==> config.mk <==
export PLATFORM = sky130hd
export DESIGN_NAME = bram_port_initiator
export DESIGN_NICKNAME = d
export VERILOG_FILES = /design/src/rtl/bram_ctrl_pkg.sv /design/src/rtl/bram_rsp_fifo.sv /design/src/rtl/bram_port_initiator.sv
export SDC_FILE = /design/constraint.sdc
export NUM_CORES = 1
export LEC_CHECK = 0
export BUFFER_PORTS_ARGS = -buffer_cell sky130_fd_sc_hd__buf_2
export CELL_PAD_IN_SITES_DETAIL_PLACEMENT = 1
export CELL_PAD_IN_SITES_GLOBAL_PLACEMENT = 1
export CORE_MARGIN = 2
export CORE_UTILIZATION = 26
export CTS_BUF_LIST = sky130_fd_sc_hd__clkbuf_16
export DETAILED_ROUTE_END_ITERATION = 7
export HOLD_SLACK_MARGIN = 0.08
export PLACE_DENSITY_LB_ADDON = 0.15
export RECOVER_POWER = 25
export SLEW_MARGIN = 10
export SYNTH_ARGS = -nofsm -noshare
export SYNTH_HDL_FRONTEND = slang
export SYNTH_SLANG_ARGS = --single-unit
==> constraint.sdc <==
create_clock -name CLK -period 3.4 [get_ports CLK]
set_clock_uncertainty 0.1 [all_clocks]
set_input_delay 0 -clock CLK [delete_from_list [all_inputs] [get_ports CLK]]
set_output_delay 0 -clock CLK [all_outputs]
set_load 0.05 [all_outputs]
==> src/rtl/bram_ctrl_pkg.sv <==
// rtl/bram_ctrl_pkg.sv - shared widths, response depth and request type for the BRAM port initiator
package bram_ctrl_pkg;

   localparam int BRAM_ADDR_W = 13;
   localparam int BRAM_DATA_W = 2;
   localparam int RSP_DEPTH   = 2;

   typedef struct packed {
      logic                   we;
      logic [BRAM_ADDR_W-1:0] addr;
      logic [BRAM_DATA_W-1:0] data;
      logic [BRAM_DATA_W-1:0] wem;
   } bram_req_t;

endpackage

==> src/rtl/bram_rsp_fifo.sv <==
// rtl/bram_rsp_fifo.sv - small response FIFO holding read data until the consumer takes it
module bram_rsp_fifo #(
   parameter int DEPTH = 2,
   parameter int WIDTH = 2
) (
   input  logic                       CLK,
   input  logic                       RST,
   input  logic                       i_push,
   input  logic [WIDTH-1:0]           i_push_data,
   input  logic                       i_pop,
   output logic [WIDTH-1:0]           o_pop_data,
   output logic [$clog2(DEPTH+1)-1:0] o_cnt
);
   localparam int PTR_W = (DEPTH > 1) ? $clog2(DEPTH) : 1;
   localparam int CNT_W = $clog2(DEPTH+1);
   localparam logic [PTR_W-1:0] LAST_PTR = PTR_W'(DEPTH-1);
   localparam logic [CNT_W-1:0] FULL_CNT = CNT_W'(DEPTH);

   logic [WIDTH-1:0] r_mem [DEPTH];
   logic [PTR_W-1:0] r_wr_ptr;
   logic [PTR_W-1:0] r_rd_ptr;
   logic [CNT_W-1:0] r_cnt;
   logic             w_do_pop;
   logic             w_do_push;

   // A push into a full FIFO is only legal when the head leaves in the same cycle.
   assign w_do_pop   = i_pop && (r_cnt != '0);
   assign w_do_push  = i_push && ((r_cnt != FULL_CNT) || w_do_pop);
   assign o_pop_data = r_mem[r_rd_ptr];
   assign o_cnt      = r_cnt;

   always_ff @(posedge CLK or posedge RST) begin
      if (RST) begin
         for (int i = 0; i < DEPTH; i++) r_mem[i] <= '0;
         r_wr_ptr <= '0;
         r_rd_ptr <= '0;
         r_cnt    <= '0;
      end else begin
         if (w_do_push) begin
            r_mem[r_wr_ptr] <= i_push_data;
            r_wr_ptr        <= (r_wr_ptr == LAST_PTR) ? '0 : r_wr_ptr + 1'b1;
         end
         if (w_do_pop) r_rd_ptr <= (r_rd_ptr == LAST_PTR) ? '0 : r_rd_ptr + 1'b1;
         case ({w_do_push, w_do_pop})
            2'b10:   r_cnt <= r_cnt + 1'b1;
            2'b01:   r_cnt <= r_cnt - 1'b1;
            default: r_cnt <= r_cnt;
         endcase
      end
   end

   a_no_overflow: assert property (@(posedge CLK) disable iff (RST)
      !(i_push && !w_do_pop && (r_cnt == FULL_CNT)));

endmodule

==> src/rtl/bram_port_initiator.sv <==
// rtl/bram_port_initiator.sv - request/response front end driving a single-cycle BRAM port
module bram_port_initiator
   import bram_ctrl_pkg::*;
#(
   parameter int ADDR_W = BRAM_ADDR_W,
   parameter int DATA_W = BRAM_DATA_W
) (
   input  logic              CLK,
   input  logic              RST,
   input  logic              req_valid,
   output logic              req_ready,
   input  logic              req_we,
   input  logic [ADDR_W-1:0] req_addr,
   input  logic [DATA_W-1:0] req_data,
   input  logic [DATA_W-1:0] req_wem,
   output logic              rsp_valid,
   input  logic              rsp_ready,
   output logic [DATA_W-1:0] rsp_data,
   output logic [ADDR_W-1:0] A,
   output logic [DATA_W-1:0] D,
   output logic              WE,
   output logic [DATA_W-1:0] WEM,
   output logic              CE,
   input  logic [DATA_W-1:0] Q
);
   localparam int CNT_W = $clog2(RSP_DEPTH+1);
   localparam logic [CNT_W:0] CREDIT_MAX = (CNT_W+1)'(RSP_DEPTH);

   logic             w_accept;
   logic             w_pop;
   logic             r_rd_pend;
   logic [CNT_W-1:0] w_fifo_cnt;
   logic [CNT_W:0]   w_credit_used;
   logic [CNT_W:0]   w_credit_next;

   // Every read in flight or buffered holds one FIFO slot; a pop this cycle frees one early.
   assign w_credit_used = (CNT_W+1)'(w_fifo_cnt) + (CNT_W+1)'(r_rd_pend);
   assign w_credit_next = w_credit_used - (CNT_W+1)'(w_pop);
   assign req_ready     = !RST && (w_credit_next < CREDIT_MAX);
   assign w_accept      = req_valid && req_ready;

   assign rsp_valid = (w_fifo_cnt != '0);
   assign w_pop     = rsp_valid && rsp_ready;

   assign CE  = w_accept;
   assign WE  = w_accept && req_we;
   assign A   = w_accept ? req_addr : '0;
   assign D   = w_accept ? req_data : '0;
   assign WEM = w_accept ? req_wem  : '0;

   always_ff @(posedge CLK or posedge RST) begin
      if (RST) r_rd_pend <= 1'b0;
      else     r_rd_pend <= w_accept && !req_we;
   end

   bram_rsp_fifo #(
      .DEPTH (RSP_DEPTH),
      .WIDTH (DATA_W)
   ) u_rsp_fifo (
      .CLK         (CLK),
      .RST         (RST),
      .i_push      (r_rd_pend),
      .i_push_data (Q),
      .i_pop       (w_pop),
      .o_pop_data  (rsp_data),
      .o_cnt       (w_fifo_cnt)
   );

endmodule

Word-level counts from Yosys, hierarchy flattened
Cells that the tools add are included.
{"block": "totals", "register_bits": 9, "input_bits": 24, "output_inout_bits": 23, "elab_cells": 46}
{"block": "op_classes", "add_sub_neg": 6, "magnitude_cmp": 4, "eq_ne": 3, "mux": 12, "n_bitwise": 2, "reduce_logical": 13}
{"cell": "2-to-1 mux 13 bit", "n": 1}
{"cell": "2-to-1 mux 2 bit", "n": 6}
{"cell": "logical AND 1 bit", "n": 8}
{"cell": "bitwise mux 4 bit", "n": 1}
{"cell": ">= comparator 2 bit (second input constant)", "n": 2}
{"cell": "inverter 1 -> 2 bit", "n": 2}
{"cell": "one-hot mux 2 bit (2 select lines)", "n": 1}
{"cell": "nonzero test 2 bit", "n": 2}
{"cell": "adder 2 x 1 -> 3 bit", "n": 1}
{"cell": "less-than comparator 3 x 2 -> 1 bit (second input constant)", "n": 1}
{"cell": "subtractor 3 x 1 -> 3 bit", "n": 1}
{"cell": "adder 1 bit (second input constant)", "n": 2}
{"cell": "adder 2 x 1 -> 2 bit (second input constant)", "n": 1}
{"cell": "demux 2 bit (select 1 bit)", "n": 1}
{"cell": "equality test 2 x 1 -> 1 bit (second input constant)", "n": 1}
{"cell": "equality test 2 bit (second input constant)", "n": 1}
{"cell": "zero test 1 bit", "n": 2}
{"cell": "less-than comparator 2 x 1 -> 1 bit (second input constant)", "n": 1}
{"cell": "2-to-1 mux 1 bit", "n": 2}
{"cell": "inequality test 2 bit (second input constant)", "n": 1}
{"cell": "subtractor 2 x 1 -> 2 bit (second input constant)", "n": 1}
{"cell": "logical OR 1 bit", "n": 1}

Depth between registers and ports, before layout
{"block": "depth", "depth_word": 7, "ltp_mapped": 9, "ltp_nobuf": 8}

Cells and area by module
A second synthesis with hierarchy kept.
{"block": "hier_totals", "hier_cells": 90, "area_unflattened_um2": 729.4}
{"module": "bram_rsp_fifo", "instances": 1, "cells_each": 35, "area_each_um2": 399.1, "seq_area_each_um2": 200.2}
{"module": "bram_port_initiator", "instances": 1, "cells_each": 55, "area_each_um2": 330.3, "seq_area_each_um2": 25.0}

Worst setup path before layout
Ideal clock, no wire load.
{"block": "synth_path", "path_type": "reg2out", "start": "register u_rsp_fifo.r_cnt[1] (netlist: u_rsp_fifo.o_cnt[1])", "end": "output req_ready", "arrival_ns": 3.210, "setup_slack_ns": 0.090, "path_stages_with_launch": 8, "cell_sequence": "dfrtp_1 -> or2_2 -> and2_1 -> ha_1 -> nand2b_1 -> fa_1 -> xor2_1 -> nor3b_1"}
{"block": "synth_via", "elab_chain_cells": 5}
{"item": "from (decl)", "line": "bram_rsp_fifo.sv:22", "text": "logic [CNT_W-1:0] r_cnt;"}
{"item": "from (signal assigned)", "line": "bram_rsp_fifo.sv:45", "text": "2'b10: r_cnt <= r_cnt + 1'b1;"}
{"item": "from (signal assigned)", "line": "bram_rsp_fifo.sv:46", "text": "2'b01: r_cnt <= r_cnt - 1'b1;"}
{"item": "from (signal assigned)", "line": "bram_rsp_fifo.sv:47", "text": "default: r_cnt <= r_cnt;"}
{"item": "nonzero test 2 bit", "line": "bram_port_initiator.sv:42", "text": "assign rsp_valid = (w_fifo_cnt != '0);"}
{"item": "named net rsp_valid", "line": "bram_port_initiator.sv:16", "text": "output logic rsp_valid,"}
{"item": "logical AND 1 bit", "line": "bram_port_initiator.sv:43", "text": "assign w_pop = rsp_valid && rsp_ready;"}
{"item": "subtractor 3 x 1 -> 3 bit", "line": "bram_port_initiator.sv:38", "text": "assign w_credit_next = w_credit_used - (CNT_W+1)'(w_pop);"}
{"item": "less-than comparator 3 x 2 -> 1 bit", "line": "bram_port_initiator.sv:39", "text": "assign req_ready = !RST && (w_credit_next < CREDIT_MAX);"}
{"item": "logical AND 1 bit", "line": "bram_port_initiator.sv:39"}
{"item": "to (decl)", "line": "bram_port_initiator.sv:11", "text": "output logic req_ready,"}
The timed path passes the listed nets, and every way through them passes these cells.

Worst setup path after layout
{"block": "layout_path", "start": "register u_rsp_fifo.r_cnt[1] (netlist: u_rsp_fifo.o_cnt[1])", "end": "output A[0]"}
{"block": "layout_via", "elab_chain_cells": 7}
{"item": "parallel branches: the longest is 2 deep, another holds adder 2 x 1 -> 3 bit"}
{"item": "subtractor 3 x 1 -> 3 bit (*)", "line": "bram_port_initiator.sv:38"}
{"item": "less-than comparator 3 x 2 -> 1 bit (*)", "line": "bram_port_initiator.sv:39"}
{"item": "logical AND 1 bit (*)", "line": "bram_port_initiator.sv:39"}
{"item": "logical AND 1 bit (*)", "line": "bram_port_initiator.sv:40", "text": "assign w_accept = req_valid && req_ready;"}
{"item": "2-to-1 mux 13 bit (*)", "line": "bram_port_initiator.sv:47", "text": "assign A = w_accept ? req_addr : '0;"}
{"item": "to (decl)", "line": "bram_port_initiator.sv:19", "text": "output logic [ADDR_W-1:0] A,"}
Every way passes the cells marked *.

==> results.yml <==
status:
  status: "finished, final reports clean"
setup_path:
  worstSetupEndpointType: "output port"
  worst-path-max-fanout: 20
  cp_slowest_cell: "and4bb_2"
  reg2reg_to: "r_rd_pend$_DFF_PP0_"
  crit_chain: "or2_2 > and2_1 > ha_1 > nand2b_1 > fa_1 > xor2_1 > and4bb_2 > and2_1 > buf_2"
  start_kind: "flip-flop"
  max_stage_delay_ns: 0.49
  crit_required_ns: 3.30
  arrival_ns: 3.08
  critical_path_class: "flip-flop to output port"
  reg2reg_from: "u_rsp_fifo.o_cnt[1]$_DFFE_PP0P_"
  reg2reg_slack_ns: 0.65
  worstRegToRegCells: 8
  cpMostUsedCell: "and2_1"
die:
  die_h_um: 52.0
  initial_core_util: 0.273
  core_area_sq_um: 2190
  pin_count: 47
  die_w_um: 52.0
  die_area_sq_um: 2700
  core.rowCount: 17
grt:
  grt_pass1_wl_um: 2490
  grt.total_usage: 0.122
  overflow: 0
  antenna_found_initial: 0
  grt_pass1_vias: 563
  grt_max_degree: 21
clock_network:
  cts_resized: 0
  cts_root_buf: "clkbuf_16"
  cts.path.max_buffers: 2
  cts_tree: "done"
  clkTransAtPathRegs_ns: 0.04
  htreeDepth: 1
  post_cts_buffers: 0
  insertion_delay_ns: 0.23
  cts.sink_count: 9
  numCtsBuffers: 3
sta:
  rsz0062_at_grt: "false"
  setup_tns_ns: 0
  fin_crit_ns: 3.18
  fin_crit_sh: 0.935
  setup_violations: 0
  worst_slew_pin_slew_ns: 0.586
  drv_slew: 0
  max_clock_freq_mhz: 315
  hold_viol: 0
  max-slew-margin-rel: 0.611
power:
  vdd_drop_max_mv: 0.634
  p_leak_nw: 0.526
  p_per_area_nw_per_um2: 958
worst_hold_path:
  hold_path_depth: 3
  min_to: "u_rsp_fifo.r_rd_ptr$_DFFE_PP0P_"
  worstHoldStart: "rsp_ready"
  min_path_type: "input port to flip-flop"
job:
  maxCapViolCount: 0
placement:
  place_area_sq_um: 853
  gp_congestion: 0.699
  hpwl_um: 1270
  numPortBuffers: 46
detailed_routing:
  vias: 595
  wl_per_cell_um: 11.0
  drc_errors: 0
  drt_iter0_markers: 3
  antenna_left: 0
  via_per_inst: 4.31
  dr.pass1.iters: 3
  wl_um: 1520
finish:
  final_common_cell: "buf_2"
  fin_area_sq_um: 970
  area_growth_pct: 62.1
  layout_common_cells: "buf_2, and2_1, dfrtp_1"
  layout-drive-gt1-share: 0.500
  diodes: 0
  nets: 138
synthesis:
  synth_cell_type_count: 17
  yosys_register_bits: 9
  ys_seq_area_frac: 0.377
  synthesis.nets: 85
  syn-cell-area_sq_um: 598
  postSynthCellCount: 58
  yosys_warnings: 0
  syn_avg_cell_area_sq_um: 10.3
[metrics by stage]
stage | worst slack [ns] | util | instances | hold WS (ns) | power [mW]
after floorplan | 0.0896 | - | 58 | -0.272 | 0.629
after global placement | 0.479 | 0.389 | 130 | -0.0995 | 0.730
after detailed placement | 0.426 | 0.389 | 130 | -0.106 | 0.734
after CTS | 0.175 | 0.444 | 138 | 0.0841 | 0.950
after global routing | 0.0206 | 0.443 | 138 | 0.124 | 0.988
final | 0.222 | 0.443 | 138 | 0.0776 | 0.929
[worst max-delay path, delay by kind of cell (launching register included)]
family                   cells  cell delay (ns)
AND/OR/NAND/NOR              5             1.33
adder cells (fa/ha/maj)      2             0.66
flip-flops                   1             0.43
buffers and inverters        1             0.26
XOR/XNOR                     1             0.16
[Yosys cell counts]
cell      count  area share
and2_1       19        0.20
dfrtp_1       9        0.38
mux2_2        6        0.11
nor3b_1       3       0.038
xnor2_1       3       0.044
xor2_1        3       0.044
ha_1          2       0.042
inv_1         2       0.013
nand2b_1      2       0.021
nor2_1        2       0.013
and4bb_2      1       0.021
buf_2         1      0.0084
clkbuf_2      1      0.0084
fa_1          1       0.033
nand2_1       1      0.0063
nor2b_1       1       0.010
or2_2         1       0.010
[layer usage]
| metal | share of wire | vias up | track usage |
|---|---|---|---|
| met3 | 0.075 | 2 | 0.0230 |
| met5 | 0 | - | 0 |
| met4 | 0.0053 | 0 | 0.0395 |
| li1 | - | 287 | - |
| met2 | 0.55 | 22 | 0.228 |
| met1 | 0.37 | 284 | 0.135 |
[area by class of cell]
class	instances	area, sq um
fillers	276	1220
clock buffers	3	75.1
inverters	2	7.51
well taps	28	35.0
repair buffers	50	268
flip-flops and latches	9	225
clock inverters	1	3.75
multi-input cells	45	355
[repair_timing]
action / 4_1_cts / 5_1_grt
hold endpoints to repair: 14 / 0
hold buffers: 4 / 0
endpoints found under the setup margin: 0 / 0
[flip-flops by register name, summed over array words and instances, names as in the netlist]
name and cells:
r_rd_pend 1, u_rsp_fifo.o_cnt 2, u_rsp_fifo.r_mem 4, u_rsp_fifo.r_rd_ptr 1, u_rsp_fifo.r_wr_ptr 1
[where the power goes]
group	total (mW)	switching (mW)	leakage, nW	internal, mW
clock network	0.201	0.0479	0.0423	0.153
logic	0.521	0.344	0.375	0.177
registers	0.206	0.0463	0.109	0.160
total	0.929	0.438	0.526	0.490
[kinds of logic after synthesis]
logic type / after synthesis / synth area share
buf+inv: 4 / 0.0293
mux: 6 / 0.113
xor+xnor: 6 / 0.0879
flops: 9 / 0.377
simple gates: 30 / 0.318
fa+ha+maj: 3 / 0.0753
[worst max path at each step]
| stage | endpoint | depth (start not counted) | slack, ns | from |
|---|---|---|---|---|
| 2_1_floorplan | req_ready | 7 | 0.09 | u_rsp_fifo.o_cnt[1]$_DFFE_PP0P_ |
| 3_3_place_gp | A[9] | 9 | 0.48 | u_rsp_fifo.o_cnt[1]$_DFFE_PP0P_ |
| 3_5_place_dp | A[0] | 9 | 0.43 | u_rsp_fifo.o_cnt[1]$_DFFE_PP0P_ |
| 4_1_cts | D[1] | 9 | 0.18 | u_rsp_fifo.o_cnt[1]$_DFFE_PP0P_ |
| 5_1_grt | D[0] | 9 | 0.02 | u_rsp_fifo.o_cnt[1]$_DFFE_PP0P_ |
| 6_report | A[0] | 9 | 0.22 | u_rsp_fifo.o_cnt[1]$_DFFE_PP0P_ |
Note: power is estimated with default switching activity, not from simulation.
